## src/rtl/eprom_programmer.sv

```systemverilog
// EPROM program sequencer: optional erase, timed write strobes, optional read-back verify (EPROM_PGM_VERIFY_EN).
// Latency: erase ERASE_CYCLES, then per word 1 setup + WRITE_CYCLES strobe (+ settle + verify when enabled).
// Backpressure: src_ready is high only while waiting for a word; the sequencer holds in that state until src_valid.
module eprom_programmer #(
    parameter int ADDR_W       = 4,
    parameter int DATA_W       = 16,
    parameter int ERASE_CYCLES = 4,
    parameter int WRITE_CYCLES = 2,
    parameter int MAX_RETRY    = 2
) (
    input  logic              clk,
    input  logic              rst_n,
    input  logic              start,
    input  logic              erase_first,
    input  logic [ADDR_W-1:0] start_addr,
    input  logic [ADDR_W:0]   word_count,
    input  logic              abort,
    input  logic              src_valid,
    input  logic [DATA_W-1:0] src_data,
    output logic              src_ready,
    output logic [ADDR_W-1:0] mem_addr,
    output logic              mem_we,
    output logic [DATA_W-1:0] mem_wdata,
    output logic              mem_erase,
    input  logic [DATA_W-1:0] mem_rdata,
    output logic              busy,
    output logic              done,
    output logic              error,
    output logic [ADDR_W-1:0] err_addr,
    output logic [ADDR_W:0]   words_done
);

    localparam int CNT_W   = 8;
    localparam int RETRY_W = $clog2(MAX_RETRY + 2);

    typedef enum logic [2:0] {
        IDLE, ERASE, WAIT_DATA, WRITE, SETTLE, VERIFY, DONE, FAIL
    } state_t;

    state_t              state_q, state_d;
    logic [ADDR_W-1:0]   addr_q, addr_d;
    logic [ADDR_W:0]     count_q, count_d;
    logic [CNT_W-1:0]    cnt_q, cnt_d;
    logic [RETRY_W-1:0]  retry_q, retry_d;
    logic [ADDR_W-1:0]   mem_addr_d;
    logic [DATA_W-1:0]   mem_wdata_d;
    logic                mem_we_d, mem_erase_d, src_ready_d, busy_d, done_d, error_d;
    logic [ADDR_W-1:0]   err_addr_d;
    logic [ADDR_W:0]     words_done_d, wd_inc;
    logic                word_cmp;

`ifndef EPROM_PGM_VERIFY_EN
    logic unused_rdata;
    assign unused_rdata = ^mem_rdata;
`endif

    always_ff @(posedge clk or negedge rst_n) begin
        if (!rst_n) begin
            state_q    <= IDLE;
            addr_q     <= '0;
            count_q    <= '0;
            cnt_q      <= '0;
            retry_q    <= '0;
            mem_addr   <= '0;
            mem_wdata  <= '0;
            mem_we     <= 1'b0;
            mem_erase  <= 1'b0;
            src_ready  <= 1'b0;
            busy       <= 1'b0;
            done       <= 1'b0;
            error      <= 1'b0;
            err_addr   <= '0;
            words_done <= '0;
        end else begin
            state_q    <= state_d;
            addr_q     <= addr_d;
            count_q    <= count_d;
            cnt_q      <= cnt_d;
            retry_q    <= retry_d;
            mem_addr   <= mem_addr_d;
            mem_wdata  <= mem_wdata_d;
            mem_we     <= mem_we_d;
            mem_erase  <= mem_erase_d;
            src_ready  <= src_ready_d;
            busy       <= busy_d;
            done       <= done_d;
            error      <= error_d;
            err_addr   <= err_addr_d;
            words_done <= words_done_d;
        end
    end

    always_comb begin
        state_d      = state_q;
        addr_d       = addr_q;
        count_d      = count_q;
        cnt_d        = cnt_q;
        retry_d      = retry_q;
        mem_addr_d   = mem_addr;
        mem_wdata_d  = mem_wdata;
        mem_we_d     = mem_we;
        mem_erase_d  = mem_erase;
        error_d      = error;
        err_addr_d   = err_addr;
        words_done_d = words_done;
        wd_inc       = words_done + 1'b1;
        word_cmp     = 1'b0;

        if (abort && state_q != IDLE) begin
            state_d     = IDLE;
            mem_we_d    = 1'b0;
            mem_erase_d = 1'b0;
            cnt_d       = '0;
            retry_d     = '0;
        end else begin
            case (state_q)
                IDLE: begin
                    if (start) begin
                        addr_d       = start_addr;
                        count_d      = word_count;
                        words_done_d = '0;
                        error_d      = 1'b0;
                        retry_d      = '0;
                        cnt_d        = '0;
                        if (erase_first) begin
                            state_d     = ERASE;
                            mem_erase_d = 1'b1;
                        end else if (word_count == '0) begin
                            state_d = DONE;
                        end else begin
                            state_d = WAIT_DATA;
                        end
                    end
                end
                ERASE: begin
                    if (cnt_q == CNT_W'(ERASE_CYCLES - 1)) begin
                        mem_erase_d = 1'b0;
                        cnt_d       = '0;
                        state_d     = (count_q == '0) ? DONE : WAIT_DATA;
                    end else begin
                        cnt_d = cnt_q + 1'b1;
                    end
                end
                WAIT_DATA: begin
                    if (src_valid) begin
                        mem_addr_d  = addr_q;
                        mem_wdata_d = src_data;
                        cnt_d       = '0;
                        state_d     = WRITE;
                    end
                end
                WRITE: begin
                    // cnt 0 is the address/data setup cycle; the strobe spans cnt 1..WRITE_CYCLES
                    if (cnt_q == '0) begin
                        mem_we_d = 1'b1;
                        cnt_d    = cnt_q + 1'b1;
                    end else if (cnt_q == CNT_W'(WRITE_CYCLES)) begin
                        mem_we_d = 1'b0;
                        cnt_d    = '0;
`ifdef EPROM_PGM_VERIFY_EN
                        state_d  = SETTLE;
`else
                        word_cmp = 1'b1;
`endif
                    end else begin
                        cnt_d = cnt_q + 1'b1;
                    end
                end
`ifdef EPROM_PGM_VERIFY_EN
                SETTLE: state_d = VERIFY;
                VERIFY: begin
                    if (mem_rdata == mem_wdata) begin
                        word_cmp = 1'b1;
                    end else if (retry_q < RETRY_W'(MAX_RETRY)) begin
                        retry_d = retry_q + 1'b1;
                        cnt_d   = '0;
                        state_d = WRITE;
                    end else begin
                        error_d    = 1'b1;
                        err_addr_d = mem_addr;
                        state_d    = FAIL;
                    end
                end
                FAIL: state_d = IDLE;
`endif
                DONE:    state_d = IDLE;
                default: state_d = IDLE;
            endcase

            if (word_cmp) begin
                words_done_d = wd_inc;
                addr_d       = addr_q + 1'b1;
                retry_d      = '0;
                state_d      = (wd_inc == count_q) ? DONE : WAIT_DATA;
            end
        end

        src_ready_d = (state_d == WAIT_DATA);
        busy_d      = (state_d != IDLE);
        done_d      = (state_d == DONE);
    end

endmodule

```

## config.mk

```make
export PLATFORM = sky130hd
export DESIGN_NAME = eprom_programmer
export DESIGN_NICKNAME = d
export VERILOG_FILES = /design/src/rtl/eprom_programmer.sv
export SDC_FILE = /design/constraint.sdc
export NUM_CORES = 1
export LEC_CHECK = 0
export ABC_AREA = 1
export CAP_MARGIN = 10
export CORE_AREA = 3 3 90 92
export DETAILED_ROUTE_END_ITERATION = 16
export DIE_AREA = 0 0 93 95
export HOLD_SLACK_MARGIN = 0.02
export PLACE_DENSITY = 0.66
export SYNTH_ARGS = -nofsm -noshare
export SYNTH_HDL_FRONTEND = slang
export SYNTH_SLANG_ARGS = --single-unit
```

## constraint.sdc

```tcl
create_clock -name clk -period 1.6 [get_ports clk]
set_input_delay 0.16 -clock clk [delete_from_list [all_inputs] [get_ports clk]]
set_output_delay 0.16 -clock clk [all_outputs]
set_load 0.1 [all_outputs]
```

# After elaboration in Yosys (flattened, before gate mapping)
# Index checks and enable logic that the tools add are counted.
# W data, S select, Z words.
[op_classes]
muxes = 36
n_addsub = 3
bitwise = 1
eq_ne = 12
reduce_logical = 19
[ops]
columns = ["operator", "n"]
rows = [
  ["$mux W8", 6],
  ["$pmux W8 S4", 1],
  ["$mux W3", 9],
  ["$eq A8 B2 Y1 const B", 2],
  ["$mux W5", 3],
  ["$mux W1", 12],
  ["$mux W4", 3],
  ["$ne A3 B3 Y1 const B", 4],
  ["$pmux W3 S4", 1],
  ["$reduce_and A3 Y1", 4],
  ["$reduce_bool A3 Y1", 4],
  ["$logic_not A5 Y1", 2],
  ["$eq A3 B2 Y1 const B", 3],
  ["$add A8 B1 Y8 const B", 1],
  ["$logic_not A8 Y1", 1],
  ["$reduce_bool A2 Y1", 3],
  ["$add A5 B1 Y5 const B", 1],
  ["$eq A5 B5 Y1", 1],
  ["$reduce_bool A5 Y1", 1],
  ["$add A4 B1 Y4 const B", 1],
  ["$reduce_and A4 Y1", 1],
  ["$eq A3 B1 Y1 const B", 1],
  ["$eq A3 B3 Y1 const B", 1],
  ["$logic_not A3 Y1", 1],
  ["other kinds (4)", 4],
]
[totals]
elab_cells = 83
regBits = 50

# Logic depth before layout (Yosys ltp)
# Gate-level depths: netlist of run 1.
[logic_depth]
word_depth = 8
depth_mapped = 12
mapped_depth_nobuf = 12

# Least setup slack after synthesis of run 1
# Ideal clock, no wire load.
[synth_timing]
kind = "register to register"
startpoint = "register words_done[0]"
endpoint = "register src_ready"
t_arrival_ps = 1926
setup_time_ps = 121
stages_incl_launch_ff = 10
setup_slack_ps = -447
required_time_ps = 1479
cell_sequence = "dfrtp_1 -> ha_1 -> nand2_1 -> o21ai_0 -> nor2_1 -> nand2_1 -> nor2_1 -> nand3_1 -> nand2_1 -> a21oi_1"
[synth_between]
elab_chain_cells = 6
[synth_rtl]
columns = ["item", "line", "source"]
rows = [
  ["start, declared", "30", "output logic [ADDR_W:0] words_done"],
  ["start signal, assigned", "89", "words_done <= words_done_d;"],
  ["$add A5 B1 Y5", "106", "wd_inc = words_done + 1'b1;"],
  ["$eq A5 B5 Y1", "194", "state_d = (wd_inc == count_q) ? DONE : WAIT_DATA;"],
  ["$mux W3", "194", ""],
  ["$mux W3", "190", "if (word_cmp) begin"],
  ["$mux W3", "109", "if (abort && state_q != IDLE) begin"],
  ["$eq A3 B2 Y1", "198", "src_ready_d = (state_d == WAIT_DATA);"],
  ["named net src_ready_d", "47", "logic mem_we_d, mem_erase_d, src_ready_d, busy_d, done_d, error_d;"],
  ["end signal, assigned", "84", "src_ready <= src_ready_d;"],
  ["end, declared", "20", "output logic src_ready,"],
]
# The timed path passes the listed nets, and every way through them passes these cells.
# A chain may end at the register's enable or synchronous reset.

# Final worst setup path of run 1
[layout_timing]
startpoint = "register cnt_q[0]"
endpoint = "register busy"
[layout_between]
elab_chain_cells = 8
elab_cells_between_ends = 12
cone_classes = "2 x eq/ne; 8 x mux; 2 x reduce/logical"
[layout_rtl]
columns = ["item", "line", "source"]
rows = [
  ["start, declared", "43", "logic [CNT_W-1:0] cnt_q, cnt_d;"],
  ["start signal, assigned", "78", "cnt_q <= cnt_d;"],
  ["$eq A8 B2 Y1", "157", "end else if (cnt_q == CNT_W'(WRITE_CYCLES)) begin"],
  ["$mux W1", "157", ""],
  ["$mux W1", "154", "if (cnt_q == '0) begin"],
  ["$mux W1", "116", "case (state_q)"],
  ["$mux W1", "109", ""],
  ["$mux W3 (*)", "190", ""],
  ["$mux W3 (*)", "109", ""],
  ["named net state_d[0]", "40", "state_t state_q, state_d;"],
  ["$reduce_bool A3 Y1 (*)", "199", "busy_d = (state_d != IDLE);"],
  ["named net busy_d", "47", ""],
  ["end signal, assigned", "85", "busy <= busy_d;"],
  ["end, declared", "26", "output logic busy,"],
]
# The timed path passes the listed nets; every way through them passes the cells marked *. The select of a mux whose other input is x is not followed.

==> reports/results.ini, run 1 <==
[outcome]
status=finished clean

[global_route]
grt_usage_pct=14.27
grt_pass1_vias=2166
grt_pass1_wl_um=10170
antenna_found_initial=0
grt_max_degree=22
gr-total-overflow=0

[timing]
finalHoldViolations=0
finalSetupViolCount=0
fmax_mhz=648.1
skew_ps=5.877
rsz0062_at_grt=yes
post-route-period-util_pct=96.44
period_minus_slack_ps=1543
slew_violations=0
holdWs_ps=329.0

[cts]
cts_max_path_buffers=2
clk_pin_slew_ps=90
htree_num_levels=2
cts_tree=done
cts.sink_count=50
cts_root_buffer=clkbuf_8
cts_buffers=5
clock_latency_ps=300

[setup_path]
cp.arrival_ps=1730
crit_type=reg -> reg
path_cells=buf_4 > ha_1 > nand3_1 > o21ai_2 > nand3_1 > nand2_2 > inv_2 > or2_1
critPathMaxFanout=3
endpoint_kind=flip-flop
crit_cells=8
cp_common_cell=nand3_1
crit_path_start_kind=flip-flop
path_buf_inv=2
cp.required_ps=1790
worstRegToRegCells=8
critPathMaxStageDelay_ps=370
crit_slowest_cell=dfrtp_1
crit_family=simple AND/OR/NAND/NOR gates

[synth]
yosys.area.top_type_share_pct=45.50
ys_types=37
postSynth.asyncResetShare_pct=100.0
yosysWarnings=0
ys_seq_area_share_pct=45.50
synthXorXnorAreaFrac_pct=1.274
synth_common_cells=nand2_1, dfrtp_1, inv_1
synthAdderAreaFrac_pct=2.275
syn_avg_cell_area_um2=9.386
synthMuxAreaShare_pct=10.92
synth-edff-count=0
synth_most_common_cell=nand2_1
synth_compound_area_share_pct=7.279
yosys.area_share.simple_pct=25.11
syn-cell-area_um2=2750
syn_inst=293
synth-seq-cells=50
post-synth-top-area-cell=dfrtp_1
synth_top_flop_cell=dfrtp_1
synth_area_leaders=dfrtp_1, mux2_4, nand2_1, inv_1, nand3_1
synth_top_family_by_area=simple AND/OR/NAND/NOR gates

[route]
vias_per_cell=4.634
first_pass_iters=5
routed_wl_um=6031
wl_per_cell_um=12.41
first_iter_violations=66
ant_nets=0
drc_errors=0
route.vias.total=2252

[pwr]
internal-power_uw=4243
power_switching_uw=4304
seqPwrFrac_pct=25.6
ir_drop_mv=1.105
pwr-share-clk_pct=8.5
swShare_pct=50.36
power_frac_comb_pct=65.9
p_per_area_nw_per_um2=2060
p_leak_uw=0.002018

[floorplanning]
core_um2=7292
die_w_um=93
io_pins=82
die_y_um=95
row_count=31
initial_core_util_pct=37.71
die-area_um2=8835

[final_layout]
nets=438
final_core_util_pct=56.90
antennaDiodeCount=0
layout-drive-gt1-share_pct=35.92
syn_to_final_growth_pct=50.86
final_cells=486

[job]
drv_cap=0

[placed_design]
dp_cells=467
hpwl_um=4744
io_buffers=60
gp_congestion=0.8792

[worst_hold_path]
hp-class=in -> async

path summary, 6_finish.rpt:
path / from / end / slack, ps
worst max-delay path: cnt_q[0]$_DFFE_PN0P_ / busy$_DFF_PN0_ / 60
worst min-delay path: rst_n / mem_wdata[2]$_DFFE_PN0P_ / 330
worst max register to register: cnt_q[0]$_DFFE_PN0P_ / busy$_DFF_PN0_ / 60
worst min register to register: count_q[0]$_DFFE_PN0P_ / count_q[0]$_DFFE_PN0P_ / 520
max in group asynchronous: rst_n / cnt_q[4]$_DFFE_PN0P_ / 720
min in group clk: word_count[0] / count_q[0]$_DFFE_PN0P_ / 440
per-layer routing:
| metal | vias to the layer above | GRT usage, % | part of all wire [%] |
|---|---|---|---|
| li1 | 1132 | - | - |
| met4 | 0 | 2.198 | 0.66 |
| met5 | - | 0 | 0 |
| met3 | 4 | 2.789 | 5.2 |
| met2 | 66 | 23.22 | 47 |
| met1 | 1050 | 20.20 | 47 |
power by group through the flow:
| stage | clock (uW) | sequential (uW) | combinational (uW) |
|---|---|---|---|
| CTS | 752 | 2190 | 5560 |
| detailed placement | 0 | 2220 | 5540 |
| floorplan | 0 | 4200 | 1550 |
| global route | 801 | 2250 | 5910 |
| global placement | 0 | 2190 | 5490 |
| finish | 726 | 2190 | 5640 |
placed cells by master (no fill, tap or decap), types with 2 or more instances in the layout:
master	instances
nand2_1	68
dfrtp_1	44
buf_12	33
clkdlybuf4s50_1	29
buf_4	26
inv_1	24
mux2_4	20
nand3_1	18
o21ai_0	18
nor2_1	12
inv_2	8
nor2_2	7
nand2_2	6
conb_1	5
clkbuf_8	5
nand4_1	4
o22ai_1	4
dfrtp_2	4
nand2_4	3
a21oi_1	3
nor3_1	3
xor2_1	3
ha_1	3
inv_4	2
nor2_4	2
nor3_4	2
nand2_8	2
a21oi_2	2
o21ai_2	2
nor2_8	2
nor3_2	2
o2111ai_1	2
clkinvlp_4	2
dfrtp_4	2
timing repair:
action	CTS	global route
buffers inserted	0	10
hold buffers	1	0
pin swaps	0	7
setup endpoints to repair	4	14
endpoints found under the hold margin	17	0
resized for setup	1	19
flip-flops by register name, summed over array words and instances, names as in the netlist, 3 cells and up:
register,flops
addr_q,4
cnt_q,8
count_q,5
mem_addr,4
mem_wdata,16
state_q,3
words_done,5
final cells by class:
cell class                 instances  area [um2]
tap                               99       123.9
sequential                        50        1264
clock inverter                     2       15.01
clock buffer                       6       72.57
inverter                          35       137.6
timing repair buffer              90        1161
multi-input combinational        204        1375
fill                             641        3143
metrics by stage:
| step | setup WS [ps] | total power (uW) | instance area (um2) | setup TNS (ps) |
|---|---|---|---|---|
| finish | 56.97 | 8547 | 4149 | 0 |
| global route | -42.13 | 8954 | 4149 | -298.1 |
| CTS | 3.407 | 8504 | 4015 | 0 |
| detailed placement | -68.57 | 7756 | 3918 | -709.6 |
| global placement | -44.94 | 7683 | 3918 | -448.4 |
| floorplan | 53.60 | 5752 | 2789 | 0 |
logic make-up (layout without fill, tap and decap cells):
logic type	count (synthesis)	count (layout)
compound gates	35	35
buf+inv	43	133
xor+xnor	4	4
fa+ha+maj	5	5
simple gates	135	135
mux	20	20
other cells	1	5
flops	50	50
No activity file was read; power rests on OpenSTA's default activity.
==> inputs of run 2 (changes only) <==
Settings changed: REMOVE_ABC_BUFFERS set to 1.
==> run 2 against run 1 <==
  * Final area grew 0.42%
  * Flip-flop and latch count did not move
  * Sequential power barely moved
  * Worst hold slack better by 36 ps
  * Worst setup slack worse by 19 ps
  * Combinational power up 1%
  * Global-route usage up 0.61 points
  * Via count up 1.9%
  * Largest power group unchanged
==> reports/results.ini, run 2 (synthesis results as in run 1) <==
[floorplanning]
die_y_um=95
die-area_um2=8835
core_um2=7292
die_w_um=93
initial_core_util_pct=37.71
io_pins=82
row_count=31

[cts]
cts_root_buffer=clkbuf_8
cts_buffers=5
cts.sink_count=50
cts_max_path_buffers=2
clk_pin_slew_ps=90
cts_tree=done
htree_num_levels=2
clock_latency_ps=300

[global_route]
grt_pass1_wl_um=10510
grt_max_degree=21
antenna_found_initial=0
grt_pass1_vias=2188
gr-total-overflow=0
grt_usage_pct=14.89

[outcome]
status=finished clean

[timing]
post-route-period-util_pct=97.63
finalSetupTns_ps=0
slew_violations=0
skew_ps=9.686
finalSetupViolCount=0
period_minus_slack_ps=1562
rsz0062_at_grt=yes
holdWs_ps=364.5
fmax_mhz=640.2
finalHoldViolations=0

[setup_path]
cp.required_ps=1790
worstRegToRegCells=7
critPathMaxStageDelay_ps=440
crit_path_start_kind=flip-flop
cp.arrival_ps=1760
endpoint_kind=flip-flop
crit_type=reg -> reg
path_cells=ha_2 > nand3_2 > o21ai_2 > nand3_1 > nand2_2 > inv_2 > or2_1
crit_cells=7
path_buf_inv=1
crit_slowest_cell=dfrtp_1
crit_family=simple AND/OR/NAND/NOR gates
critPathMaxFanout=4

[pwr]
p_leak_uw=0.002050
p_per_area_nw_per_um2=2086
ir_drop_mv=1.208
finalPower_uw=8692

[placed_design]
gp_congestion=0.8110
io_buffers=60
hpwl_um=4838

[final_layout]
reg_top3=mem_wdata x16, cnt_q x8
antennaDiodeCount=0
nets=438
top_register=mem_wdata
layout_common_cells=nand2_1, dfrtp_1, buf_12
final_core_util_pct=57.14
layout_commonest_cell=nand2_1
fillCellCount=628
largest_reg_flops=16
layout-drive-gt1-share_pct=33.85
syn_to_final_growth_pct=51.50

[route]
ant_nets=0
routed_wl_um=6452
vias_per_cell=4.722
wl_per_cell_um=13.28
route.vias.total=2295
first_iter_violations=103
drc_errors=0
first_pass_iters=4

[job]
drv_cap=0

[worst_hold_path]
hp-class=in -> async

-- run 2: worst paths after layout --
path,slack (ps),to,startpoint
setup reg to reg,40,busy$_DFF_PN0_,cnt_q[1]$_DFFE_PN0P_
min in group clk,440,count_q[0]$_DFFE_PN0P_,word_count[0]
max in group asynchronous,630,cnt_q[4]$_DFFE_PN0P_,rst_n
setup / recovery,40,busy$_DFF_PN0_,cnt_q[1]$_DFFE_PN0P_
hold reg to reg,530,count_q[0]$_DFFE_PN0P_,count_q[0]$_DFFE_PN0P_
hold / removal,360,mem_wdata[14]$_DFFE_PN0P_,rst_n
-- run 2: stage by stage --
stage                     worst slack, ps  instances  area [um2]
final                               37.98        486        4167
after CTS                          0.2129        477        3990
after floorplan                    -447.2        289        2694
after global placement             -19.49        468        3889
after global routing               -81.10        486        4167
after detailed placement           -37.26        468        3889
-- run 2: timing repair --
action	in CTS	in global routing
gates resized for setup	0	30
buffers inserted	0	9
endpoints found under the hold margin	17	0
hold buffers	1	0
endpoints found under the setup margin	0	16
-- run 2: layout make-up --
class / instances / area [um2] / share of cell area [%]
Clock inverter: 1 / 5.005 / 0.1201
Tap cell: 99 / 123.9 / 2.973
Multi-Input combinational cell: 204 / 1406 / 33.75
Sequential cell: 50 / 1251 / 30.03
Inverter: 35 / 145.1 / 3.483
Timing Repair Buffer: 90 / 1149 / 27.57
Clock buffer: 7 / 86.33 / 2.072
-- run 2: per-layer routing --
layer | vias to the layer above | wire length, um | track usage, %
li1 | 1137 | - | -
met3 | 6 | 362 | 4.064
met1 | 1088 | 3017 | 20.03
met2 | 64 | 3007 | 23.70
met5 | - | 0 | 0
met4 | 0 | 64 | 4.029
-- run 2: power by group --
group / total [uW] / switching, uW / internal [uW]
clock network: 764 / 414 / 350
logic: 5720 / 3490 / 2240
registers: 2200 / 480 / 1720
